## src/rtl/int_seq_pkg.sv

```systemverilog
// Shared types and constants for the 6502 interrupt sequencer: sequence kinds,
// step numbers, stack-push selectors and vector offsets.
package int_seq_pkg;

    typedef enum logic [1:0] {
        KIND_RES = 2'd0,
        KIND_NMI = 2'd1,
        KIND_IRQ = 2'd2,
        KIND_BRK = 2'd3
    } int_kind_e;

    typedef enum logic {
        ST_IDLE = 1'b0,
        ST_SEQ  = 1'b1
    } seq_state_e;

    localparam logic [2:0] STEP_DUMMY = 3'd0;
    localparam logic [2:0] STEP_PCH   = 3'd1;
    localparam logic [2:0] STEP_PCL   = 3'd2;
    localparam logic [2:0] STEP_P     = 3'd3;
    localparam logic [2:0] STEP_VECL  = 3'd4;
    localparam logic [2:0] STEP_VECH  = 3'd5;
    localparam logic [2:0] STEP_LAST  = 3'd6;

    localparam logic [1:0] SEL_PCH = 2'b00;
    localparam logic [1:0] SEL_PCL = 2'b01;
    localparam logic [1:0] SEL_P   = 2'b10;

    localparam logic [15:0] VOFS_NMI = 16'd0;
    localparam logic [15:0] VOFS_RES = 16'd2;
    localparam logic [15:0] VOFS_IRQ = 16'd4;

    // BRK shares the IRQ vector.
    function automatic logic [15:0] vec_offset(input int_kind_e kind);
        logic [15:0] ofs;
        case (kind)
            KIND_NMI: ofs = VOFS_NMI;
            KIND_RES: ofs = VOFS_RES;
            default:  ofs = VOFS_IRQ;
        endcase
        return ofs;
    endfunction

endpackage

```

## src/rtl/interrupt_sequencer_if.sv

```systemverilog
// Interrupt pins, boundary/stall strobes and sequence control outputs of the
// interrupt sequencer; slave = sequencer side, master = CPU core side.
interface interrupt_sequencer_if;
    logic        n_NMI;
    logic        n_IRQ;
    logic        n_ready;
    logic        T_END;
    logic        BRK_OP;
    logic        I_FLAG;

    logic        INT_ACTIVE;
    logic [2:0]  SEQ_STEP;
    logic        PUSH_EN;
    logic [1:0]  PUSH_SEL;
    logic        B_OUT;
    logic        SET_I;
    logic        VEC_RD;
    logic [15:0] VEC_ADDR;
    logic        NMI_PENDING;

    modport slave (
        input  n_NMI, n_IRQ, n_ready, T_END, BRK_OP, I_FLAG,
        output INT_ACTIVE, SEQ_STEP, PUSH_EN, PUSH_SEL, B_OUT,
               SET_I, VEC_RD, VEC_ADDR, NMI_PENDING
    );

    modport master (
        output n_NMI, n_IRQ, n_ready, T_END, BRK_OP, I_FLAG,
        input  INT_ACTIVE, SEQ_STEP, PUSH_EN, PUSH_SEL, B_OUT,
               SET_I, VEC_RD, VEC_ADDR, NMI_PENDING
    );
endinterface

```

## src/rtl/int_sync_edge.sv

```systemverilog
// Multi-flop synchroniser for an active-low async pin with a registered
// falling-edge detector; flops reset to 1 (pin inactive).
module int_sync_edge #(
    parameter int SYNC_STAGES = 2
) (
    input  logic clk,
    input  logic rst_n,
    input  logic async_in,
    output logic sync_out,
    output logic fall
);
    // Fewer than two stages would not be a real synchroniser.
    localparam int STAGES = (SYNC_STAGES < 2) ? 2 : SYNC_STAGES;

    logic [STAGES-1:0] chain_reg;
    logic [STAGES-1:0] chain_next;
    logic              prev_reg;

    genvar gi;
    generate
        for (gi = 0; gi < STAGES; gi++) begin : g_stage
            if (gi == 0) begin : g_first
                assign chain_next[gi] = async_in;
            end else begin : g_rest
                assign chain_next[gi] = chain_reg[gi-1];
            end
        end
    endgenerate

    always_ff @(posedge clk or negedge rst_n) begin
        if (!rst_n) begin
            chain_reg <= '1;
            prev_reg  <= 1'b1;
        end else begin
            chain_reg <= chain_next;
            prev_reg  <= chain_reg[STAGES-1];
        end
    end

    assign sync_out = chain_reg[STAGES-1];
    assign fall     = prev_reg & ~chain_reg[STAGES-1];

endmodule

```

## src/rtl/interrupt_sequencer.sv

```systemverilog
// 6502 interrupt/reset/BRK sequencer: arbitrates RES > NMI > IRQ > BRK at
// instruction boundaries and walks the 7-step push/vector sequence.
// Optional build macro INT_NMI_HIJACK_EN lets a pending NMI take over an
// IRQ/BRK sequence at the step-3 to step-4 transition.
module interrupt_sequencer
    import int_seq_pkg::*;
#(
    parameter int          SYNC_STAGES = 2,
    parameter logic [15:0] VEC_BASE    = 16'hFFFA
) (
    input  logic                  PHI0,
    input  logic                  n_RES,
    interrupt_sequencer_if.slave  bus
);

    logic nmi_sync_unused;
    logic nmi_fall;
    logic irq_sync;
    logic irq_fall_unused;

    int_sync_edge #(.SYNC_STAGES(SYNC_STAGES)) u_nmi_sync (
        .clk      (PHI0),
        .rst_n    (n_RES),
        .async_in (bus.n_NMI),
        .sync_out (nmi_sync_unused),
        .fall     (nmi_fall)
    );

    int_sync_edge #(.SYNC_STAGES(SYNC_STAGES)) u_irq_sync (
        .clk      (PHI0),
        .rst_n    (n_RES),
        .async_in (bus.n_IRQ),
        .sync_out (irq_sync),
        .fall     (irq_fall_unused)
    );

    seq_state_e state_reg, state_next;
    logic [2:0] step_reg, step_next;
    int_kind_e  kind_reg, kind_next;
    logic       nmi_pend_reg, nmi_pend_next;
    logic       res_pend_reg, res_pend_next;

    logic        int_active;
    logic        push_en;
    logic [1:0]  push_sel;
    logic        b_out;
    logic        set_i;
    logic        vec_rd;
    logic [15:0] vec_addr;
    logic [15:0] vec_lo;
    logic        advance;

    assign advance = ~bus.n_ready;
    assign vec_lo  = VEC_BASE + vec_offset(kind_reg);

    always_ff @(posedge PHI0 or negedge n_RES) begin
        if (!n_RES) begin
            state_reg    <= ST_IDLE;
            step_reg     <= STEP_DUMMY;
            kind_reg     <= KIND_RES;
            nmi_pend_reg <= 1'b0;
            res_pend_reg <= 1'b1;
        end else begin
            state_reg    <= state_next;
            step_reg     <= step_next;
            kind_reg     <= kind_next;
            nmi_pend_reg <= nmi_pend_next;
            res_pend_reg <= res_pend_next;
        end
    end

    always_comb begin
        state_next    = state_reg;
        step_next     = step_reg;
        kind_next     = kind_reg;
        nmi_pend_next = nmi_pend_reg;
        res_pend_next = res_pend_reg;

        int_active = 1'b0;
        push_en    = 1'b0;
        push_sel   = SEL_PCH;
        b_out      = 1'b0;
        set_i      = 1'b0;
        vec_rd     = 1'b0;
        vec_addr   = 16'h0000;

        case (state_reg)
            ST_IDLE: begin
                // A pending reset starts without waiting for an instruction boundary.
                if (advance && (res_pend_reg || bus.T_END)) begin
                    if (res_pend_reg) begin
                        state_next = ST_SEQ;
                        step_next  = STEP_DUMMY;
                        kind_next  = KIND_RES;
                    end else if (nmi_pend_reg) begin
                        state_next = ST_SEQ;
                        step_next  = STEP_DUMMY;
                        kind_next  = KIND_NMI;
                    end else if (!irq_sync && !bus.I_FLAG) begin
                        state_next = ST_SEQ;
                        step_next  = STEP_DUMMY;
                        kind_next  = KIND_IRQ;
                    end else if (bus.BRK_OP) begin
                        state_next = ST_SEQ;
                        step_next  = STEP_DUMMY;
                        kind_next  = KIND_BRK;
                    end
                end
            end

            ST_SEQ: begin
                int_active = 1'b1;
                case (step_reg)
                    STEP_PCH: begin
                        push_en  = (kind_reg != KIND_RES);
                        push_sel = SEL_PCH;
                    end
                    STEP_PCL: begin
                        push_en  = (kind_reg != KIND_RES);
                        push_sel = SEL_PCL;
                    end
                    STEP_P: begin
                        push_en  = (kind_reg != KIND_RES);
                        push_sel = SEL_P;
                        b_out    = (kind_reg == KIND_BRK);
                    end
                    STEP_VECL: begin
                        vec_rd   = 1'b1;
                        vec_addr = vec_lo;
                        set_i    = 1'b1;
                    end
                    STEP_VECH: begin
                        vec_rd   = 1'b1;
                        vec_addr = vec_lo + 16'd1;
                    end
                    default: ;
                endcase

                if (advance) begin
                    if (step_reg == STEP_LAST) begin
                        state_next = ST_IDLE;
                        step_next  = STEP_DUMMY;
                        if (kind_reg == KIND_RES) begin
                            res_pend_next = 1'b0;
                        end
                    end else begin
                        step_next = step_reg + 3'd1;
                    end
`ifdef INT_NMI_HIJACK_EN
                    // The P byte already went out with the original B value;
                    // only the vector fetch switches to NMI.
                    if (step_reg == STEP_P && nmi_pend_reg &&
                        (kind_reg == KIND_IRQ || kind_reg == KIND_BRK)) begin
                        kind_next = KIND_NMI;
                    end
`endif
                    if (step_reg == STEP_VECH && kind_reg == KIND_NMI) begin
                        nmi_pend_next = 1'b0;
                    end
                end
            end

            default: begin
                state_next = ST_IDLE;
                step_next  = STEP_DUMMY;
            end
        endcase

        // A fresh edge wins over a same-cycle clear so it is never lost.
        if (nmi_fall) begin
            nmi_pend_next = 1'b1;
        end
    end

    assign bus.INT_ACTIVE  = int_active;
    assign bus.SEQ_STEP    = (state_reg == ST_SEQ) ? step_reg : 3'd0;
    assign bus.PUSH_EN     = push_en;
    assign bus.PUSH_SEL    = push_sel;
    assign bus.B_OUT       = b_out;
    assign bus.SET_I       = set_i;
    assign bus.VEC_RD      = vec_rd;
    assign bus.VEC_ADDR    = vec_addr;
    assign bus.NMI_PENDING = nmi_pend_reg;

endmodule
```

## src/flat_wrapper.sv

```systemverilog
// flat-port wrapper written by rule: the top's interface ports become plain ports
module interrupt_sequencer_flat import int_seq_pkg::*;
#(
    parameter int          SYNC_STAGES = 2,
    parameter logic [15:0] VEC_BASE    = 16'hFFFA
)
  (PHI0, n_RES, bus_n_NMI, bus_n_IRQ, bus_n_ready, bus_T_END, bus_BRK_OP, bus_I_FLAG, bus_INT_ACTIVE, bus_SEQ_STEP, bus_PUSH_EN, bus_PUSH_SEL, bus_B_OUT, bus_SET_I, bus_VEC_RD, bus_VEC_ADDR, bus_NMI_PENDING);
  interrupt_sequencer_if bus_i ();
  input  logic PHI0;
  input  logic n_RES;
  input wire logic [$bits(bus_i.n_NMI)-1:0] bus_n_NMI;
  input wire logic [$bits(bus_i.n_IRQ)-1:0] bus_n_IRQ;
  input wire logic [$bits(bus_i.n_ready)-1:0] bus_n_ready;
  input wire logic [$bits(bus_i.T_END)-1:0] bus_T_END;
  input wire logic [$bits(bus_i.BRK_OP)-1:0] bus_BRK_OP;
  input wire logic [$bits(bus_i.I_FLAG)-1:0] bus_I_FLAG;
  output wire logic [$bits(bus_i.INT_ACTIVE)-1:0] bus_INT_ACTIVE;
  output wire logic [$bits(bus_i.SEQ_STEP)-1:0] bus_SEQ_STEP;
  output wire logic [$bits(bus_i.PUSH_EN)-1:0] bus_PUSH_EN;
  output wire logic [$bits(bus_i.PUSH_SEL)-1:0] bus_PUSH_SEL;
  output wire logic [$bits(bus_i.B_OUT)-1:0] bus_B_OUT;
  output wire logic [$bits(bus_i.SET_I)-1:0] bus_SET_I;
  output wire logic [$bits(bus_i.VEC_RD)-1:0] bus_VEC_RD;
  output wire logic [$bits(bus_i.VEC_ADDR)-1:0] bus_VEC_ADDR;
  output wire logic [$bits(bus_i.NMI_PENDING)-1:0] bus_NMI_PENDING;
  assign bus_i.n_NMI = bus_n_NMI;
  assign bus_i.n_IRQ = bus_n_IRQ;
  assign bus_i.n_ready = bus_n_ready;
  assign bus_i.T_END = bus_T_END;
  assign bus_i.BRK_OP = bus_BRK_OP;
  assign bus_i.I_FLAG = bus_I_FLAG;
  assign bus_INT_ACTIVE = bus_i.INT_ACTIVE;
  assign bus_SEQ_STEP = bus_i.SEQ_STEP;
  assign bus_PUSH_EN = bus_i.PUSH_EN;
  assign bus_PUSH_SEL = bus_i.PUSH_SEL;
  assign bus_B_OUT = bus_i.B_OUT;
  assign bus_SET_I = bus_i.SET_I;
  assign bus_VEC_RD = bus_i.VEC_RD;
  assign bus_VEC_ADDR = bus_i.VEC_ADDR;
  assign bus_NMI_PENDING = bus_i.NMI_PENDING;
  interrupt_sequencer #(.SYNC_STAGES(SYNC_STAGES), .VEC_BASE(VEC_BASE)) u_core (.PHI0(PHI0), .n_RES(n_RES), .bus(bus_i));
endmodule
```

## config.mk

```make
export PLATFORM = sky130hd
export DESIGN_NAME = interrupt_sequencer_flat
export DESIGN_NICKNAME = d
export VERILOG_FILES = /design/src/rtl/int_seq_pkg.sv /design/src/rtl/interrupt_sequencer_if.sv /design/src/rtl/int_sync_edge.sv /design/src/rtl/interrupt_sequencer.sv /design/src/flat_wrapper.sv
export SDC_FILE = /design/constraint.sdc
export NUM_CORES = 1
export LEC_CHECK = 0
export BUFFER_PORTS_ARGS = -buffer_cell sky130_fd_sc_hd__buf_4
export CORE_AREA = 2 2 43 45
export CTS_BUF_LIST = sky130_fd_sc_hd__clkbuf_2 sky130_fd_sc_hd__clkbuf_4 sky130_fd_sc_hd__clkbuf_8
export DETAILED_ROUTE_END_ITERATION = 10
export DIE_AREA = 0 0 45 47
export HOLD_SLACK_MARGIN = 0.06
export PLACE_DENSITY = 0.87
export SYNTH_ARGS = -nofsm -noshare
export SYNTH_HDL_FRONTEND = slang
export SYNTH_SLANG_ARGS = --single-unit
```

## constraint.sdc

```tcl
create_clock -name PHI0 -period 1.95 [get_ports PHI0]
set_input_delay 0.195 -clock PHI0 [delete_from_list [all_inputs] [get_ports PHI0]]
set_output_delay 0.195 -clock PHI0 [all_outputs]
set_load 0.02 [all_outputs]
```

After elaboration in Yosys (flattened, before gate mapping)
Cells that the tools add are included.
{ "classes": {"add_sub_neg": 3, "n_eq_ne": 12, "muxes": 39, "bitwise": 4, "reduce_logical": 17} }
{ "op_table": {"columns": ["operator", "n"], "rows": [
  ["16-bit one-hot mux with 2 select lines", 1],
  ["3-bit 2-to-1 mux", 8],
  ["1-bit 2-to-1 mux", 20],
  ["16-bit by 1-bit adder with 16-bit output (second input constant)", 1],
  ["16-bit 2-to-1 mux", 1],
  ["3-bit one-hot mux with 2 select lines", 2],
  ["2-bit 2-to-1 mux", 5],
  ["3-bit == test (second input constant)", 3],
  ["3-bit AND reduction", 3],
  ["3-bit by 2-bit == test with 1-bit output (second input constant)", 2],
  ["2-bit nonzero test", 3],
  ["4-bit by 4-bit adder with 5-bit output (first input constant)", 1],
  ["5-bit by 2-bit inequality test with 1-bit output (second input constant)", 1],
  ["2-bit by 1-bit inequality test with 1-bit output (second input constant)", 2],
  ["2-bit one-hot mux with 2 select lines", 1],
  ["4-bit AND reduction", 1],
  ["4-bit nonzero test", 1],
  ["3-bit by 1-bit adder with 3-bit output (second input constant)", 1],
  ["3-bit by 1-bit == test with 1-bit output (second input constant)", 1],
  ["1-bit logical AND", 3],
  ["1-bit inverter", 3],
  ["3-bit OR reduction", 1],
  ["2-bit by 1-bit == test with 1-bit output (second input constant)", 1],
  ["2-bit == test (second input constant)", 1],
  ["other kinds (7)", 8]
]} }
{ "word_totals": {"register_bits": 13, "inputBits": 8, "word_cells": 83} }

Depth between registers and ports, before layout
{ "depth": {"word_depth": 7, "ltp_mapped": 5} }

Modules after synthesis
Synthesis repeated with hierarchy kept, for this count alone.
{ "hier_totals": {"hier_cells": 85, "hier_area_um2": 869.6} }
{ "by_module_without_submodules": {"columns": ["mod", "instances", "cells_each", "area_each_um2", "seq_area_each_um2"], "rows": [
  ["interrupt_sequencer", 1, 77, 684.4, 201.4],
  ["int_sync_edge", 2, 4, 92.6, 78.8]
]} }

Worst setup path after synthesis
No wires, ideal clock.
{ "synth_path": {"path_type": "register to output", "startpoint": "register u_core.step_reg[0]", "endpoint": "output port bus_B_OUT", "arrival_time_ps": 1296, "t_required_ps": 1755, "path_slack_ps": 459, "path_stages_with_launch": 6, "n_path_buf": 1, "cell_sequence": "dfrtp_1 -> buf_6 -> and2_1 -> ha_1 -> and2_1 -> and3_1"} }
{ "synth_via": {"elab_chain_cells": 3} }
{ "synth_rtl": {"columns": ["element", "line", "rtl"], "rows": [
  ["start: declaration", "interrupt_sequencer.sv:38", "logic [2:0] step_reg, step_next;"],
  ["start signal: assignment", "interrupt_sequencer.sv:65", "step_reg <= step_next;"],
  ["3-bit by 2-bit == test with 1-bit output", "interrupt_sequencer.sv:113", "case (step_reg)"],
  ["1-bit 2-to-1 mux", "interrupt_sequencer.sv:113", null],
  ["1-bit 2-to-1 mux", "interrupt_sequencer.sv:87", "case (state_reg)"],
  ["end: declaration", "flat_wrapper.sv:21", "output wire logic [$bits(bus_i.B_OUT)-1:0] bus_B_OUT;"]
]} }
No other way between the ends.

Final worst setup path
Ends and elaborated chain as after synthesis.

==> summary.txt <==
RUN STATUS
--------------------------------------------------------------------------------------------------------
Outcome                                                                                     complete, no violations

YOSYS
--------------------------------------------------------------------------------------------------------
#FFs+latches synth                                                                                    13
Net Count, Synth                                                                                      88
Post-synthesis instance area                                                                     783 µm²
Most area-consuming cells after synthesis                                                   sky130_fd_sc_hd__dfrtp_1, sky130_fd_sc_hd__dfstp_2, sky130_fd_sc_hd__buf_4
Gate count after technology mapping                                                                   79
Total of warnings raised by yosys                                                                      0
Ranking of synthesized cells by instance count                                              sky130_fd_sc_hd__buf_4, sky130_fd_sc_hd__nor2_1, sky130_fd_sc_hd__and2_1, sky130_fd_sc_hd__dfrtp_1, sky130_fd_sc_hd__dfstp_2
Async set-or-reset flop fraction in the synthesized netlist                                         1.00
Area share of the largest cell type after synthesis                                                0.224
Ys flop type                                                                                sky130_fd_sc_hd__dfrtp_1
Library cell occupying the most area in the post-synthesis netlist                          sky130_fd_sc_hd__dfrtp_1
Count of different cell masters after synthesis                                                       31
Most frequent cell after synthesis                                                          sky130_fd_sc_hd__buf_4
Post-Syn Area per Cell                                                                          9.91 µm²
Number of enable-type register cells in the synthesized netlist                                        0
Portion of the post-synthesis area used by sequential elements                                     0.425

DETAILED ROUTING
--------------------------------------------------------------------------------------------------------
Routed wire length per instance                                                                  12.5 µm
Starting DRT DRC Count                                                                                 5
Post-route antenna net violation count                                                                 0
Count of TritonRoute iterations in the first routing pass                                              4
Total DRC errors in the routed layout                                                                  0
Routed vias                                                                                          638
Total Routed Length                                                                              1550 µm
Via count normalized by instance count                                                              5.15

GLOBAL ROUTING
--------------------------------------------------------------------------------------------------------
Via count of the first global-routing pass                                                           568
First-pass GRT wire length                                                                       2470 µm
Global-route congestion overflow total                                                                 0
All-layer global routing usage                                                                     0.167
Largest net degree at the start of global routing                                                     14
Initial antenna violation count                                                                        0

PLACEMENT
--------------------------------------------------------------------------------------------------------
Placed cell count                                                                                    117
Weighted congestion reported at the end of routability-driven placement                            0.767
Detailed-placement wirelength estimate                                                           1190 µm
Post-detailed-placement cell area                                                                958 µm²
Port Buf Inserts                                                                                      34

FLOORPLANNING
--------------------------------------------------------------------------------------------------------
Core Rows                                                                                             15
Full die area                                                                                   2120 µm²
Floorplan core area                                                                             1650 µm²
Effective utilization at floorplan                                                                 0.474
Die H                                                                                              47 µm
Die outline width                                                                                  45 µm
Total I/O pin count                                                                                   35

HOLD PATH
--------------------------------------------------------------------------------------------------------
Hold crit path type                                                                         primary input to flip-flop

POWER AND IR DROP
--------------------------------------------------------------------------------------------------------
Combinational share of power                                                                       0.585
IR drop worst, VDD                                                                                837 µV
Power dissipated by switching net loads                                                           680 µW
Static leakage                                                                               0.000521 µW
Switching share of power                                                                           0.450
Total power density per cell area                                                            1480 nW/µm²
Part of the total power dissipated in sequential elements                                          0.299
Internal Pwr Total                                                                                830 µW
Tot Pwr                                                                                          1510 µW
Portion of total power attributed to the clock network                                             0.116

FLOW RUN
--------------------------------------------------------------------------------------------------------
Number of max-capacitance violations reported                                                          0

STA
--------------------------------------------------------------------------------------------------------
Crit share post-route                                                                              0.919
Post-route setup TNS                                                                                0 ns
Number of endpoints failing setup at the final stage                                                   0
Unrepaired setup endpoints after global routing                                                       no
Transition time at the pin with the least slew margin                                           0.337 ns
Final Max Slew Viols                                                                                   0
Top achievable clock speed                                                                       558 MHz
Number of endpoints with negative hold slack in the final report                                       0
Max_slew headroom                                                                                  0.775
Final critical delay including setup and external delays                                         1.79 ns
Fin Clk Skew                                                                                  0.00211 ns

CLOCK NETWORK
--------------------------------------------------------------------------------------------------------
Total of cells resized after clock tree synthesis                                                      0
Sinks on Clock Net                                                                                    13
Number of buffers inserted during clock tree synthesis                                                 3
Number of H-tree levels                                                                                1
Count of buffers added by post-CTS timing repair for setup                                             0
Cell at the root of the clock tree                                                          sky130_fd_sc_hd__clkbuf_4
Clock latency reported for the late side of the worst-skew pair                                  0.27 ns
Longest Clk Path Bufs                                                                                  2
CTS tree                                                                                            done
Post-CTS clock slew at the launch and capture registers of the worst setup and hold paths        0.08 ns
CTS hold repair buffers                                                                                3

FINISH
--------------------------------------------------------------------------------------------------------
Final design instance area without fill                                                         1020 µm²
Filler Cell Count                                                                                    150
Area occupied by multi-input gates                                                               330 µm²
Fin cells                                                                                            124
Sequential standard cell area                                                                    333 µm²
Final cell utilization of the core                                                                 0.617
Number of flip-flops under the largest register name                                                   3
Growth of design area from synthesis to finish                                                     30.0%
Layout cells sized above 1                                                                         0.449
Antenna fix cells                                                                                      0
Total Nets Final                                                                                     117

CRITICAL PATH
--------------------------------------------------------------------------------------------------------
Critical path's top delay family                                                            simple AND/OR/NAND/NOR gates
Cell occurring most often along the worst timing path                                       sky130_fd_sc_hd__and2_1
Kind of start point of the critical path                                                       flip-flop
CP Class                                                                                    flip-flop to output port
Slowest cell on crit path                                                                   sky130_fd_sc_hd__dfrtp_1
Crit-path cells                                                                             and2_1 -> ha_1 -> and2_1 -> and3_1 -> buf_4
Largest stage delay, worst path                                                                  0.46 ns
Arr. time, crit path                                                                             1.60 ns
Required arrival time at the worst endpoint                                                      1.75 ns
Critical-path maximum fanout                                                                           9
CP endpoint kind                                                                             output port
Buffering stage count on the worst path with inverters included                                        1

==> final timing paths <==
check / slack (ns) / cells past startpoint / from / endpoint
max: 0.16 / 5 / u_core.step_reg[0] / bus_B_OUT
min: 0.21 / 3 / bus_n_ready / u_core.state_reg
max reg2reg: 0.69 / 3 / u_core.state_reg / u_core.bus.NMI_PENDING
min reg2reg: 0.36 / 0 / u_core.u_irq_sync.chain_reg[0] / u_core.u_irq_sync.chain_reg[1]
max in group asynchronous: 1.42 / 2 / n_RES / u_core.u_nmi_sync.chain_reg[1]
min in group asynchronous: 0.30 / 2 / n_RES / u_core.kind_reg[0]
==> layout by cell type (no fill, tap or decap), types with 2 or more instances in the layout <==
cell type | synthesis | routed
sky130_fd_sc_hd__nand2b_1 | 2 | 2
sky130_fd_sc_hd__and2_1 | 7 | 7
sky130_fd_sc_hd__buf_4 | 12 | 34
sky130_fd_sc_hd__or2_1 | 2 | 2
sky130_fd_sc_hd__nor2_1 | 8 | 8
sky130_fd_sc_hd__nor3b_1 | 2 | 2
sky130_fd_sc_hd__dfstp_2 | 6 | 6
sky130_fd_sc_hd__o211a_1 | 2 | 2
sky130_fd_sc_hd__o2bb2ai_1 | 2 | 2
sky130_fd_sc_hd__nand2_1 | 2 | 2
sky130_fd_sc_hd__inv_1 | 5 | 5
sky130_fd_sc_hd__clkbuf_4 | 0 | 4
sky130_fd_sc_hd__dlygate4sd3_1 | 0 | 3
sky130_fd_sc_hd__a21oi_1 | 3 | 3
sky130_fd_sc_hd__nor3_1 | 2 | 2
sky130_fd_sc_hd__dfrtp_1 | 7 | 7
==> cell families (layout without fill, tap and decap cells) <==
| kind of cell | after synthesis | after routing | share of synthesized area |
|---|---|---|---|
| adder cells (fa/ha/maj) | 1 | 1 | 0.0160 |
| flip-flops | 13 | 13 | 0.425 |
| XOR/XNOR | 1 | 1 | 0.0112 |
| buffers and inverters | 18 | 46 | 0.153 |
| AND/OR/NAND/NOR | 32 | 32 | 0.249 |
| AO/OA/AOI/OAI | 14 | 14 | 0.145 |
==> worst register-to-register path, cell delays in order (launching register included) <==
cell                       delay, ns
sky130_fd_sc_hd__dfrtp_1        0.55
sky130_fd_sc_hd__nand3b_4       0.15
sky130_fd_sc_hd__o41ai_2        0.31
sky130_fd_sc_hd__o21ai_1        0.12
==> area by class of cell <==
class	count	area share
multi-input combinational	48	0.324
timing repair buffer	37	0.280
tap	17	0.0209
inverter	5	0.0184
sequential	13	0.327
clock buffer	4	0.0295
==> power by group through the flow <==
stage	sequential (µW)	combinational, µW	clock (µW)
3_3_place_gp	451	866	0
6_report	452	883	176
5_1_grt	472	961	197
3_5_place_dp	456	885	0
2_1_floorplan	429	662	0
4_1_cts	451	893	188
==> stage by stage <==
step / setup slack, ns / hold WS (ns)
after global placement: 0.491 / 0.0448
after CTS: 0.142 / 0.199
after detailed placement: 0.458 / 0.0482
after global routing: 0.0699 / 0.209
after floorplan: 0.459 / -0.101
final: 0.158 / 0.208
==> routing by layer <==
| layer | share of wire | vias up | GRT usage |
|---|---|---|---|
| met5 | 0 | - | 0 |
| met4 | 0.0026 | 0 | 0.0882 |
| met3 | 0.091 | 2 | 0.0385 |
| met2 | 0.50 | 28 | 0.306 |
| met1 | 0.40 | 293 | 0.179 |
| li1 | - | 315 | - |
No activity file was read; power rests on OpenSTA's default activity.
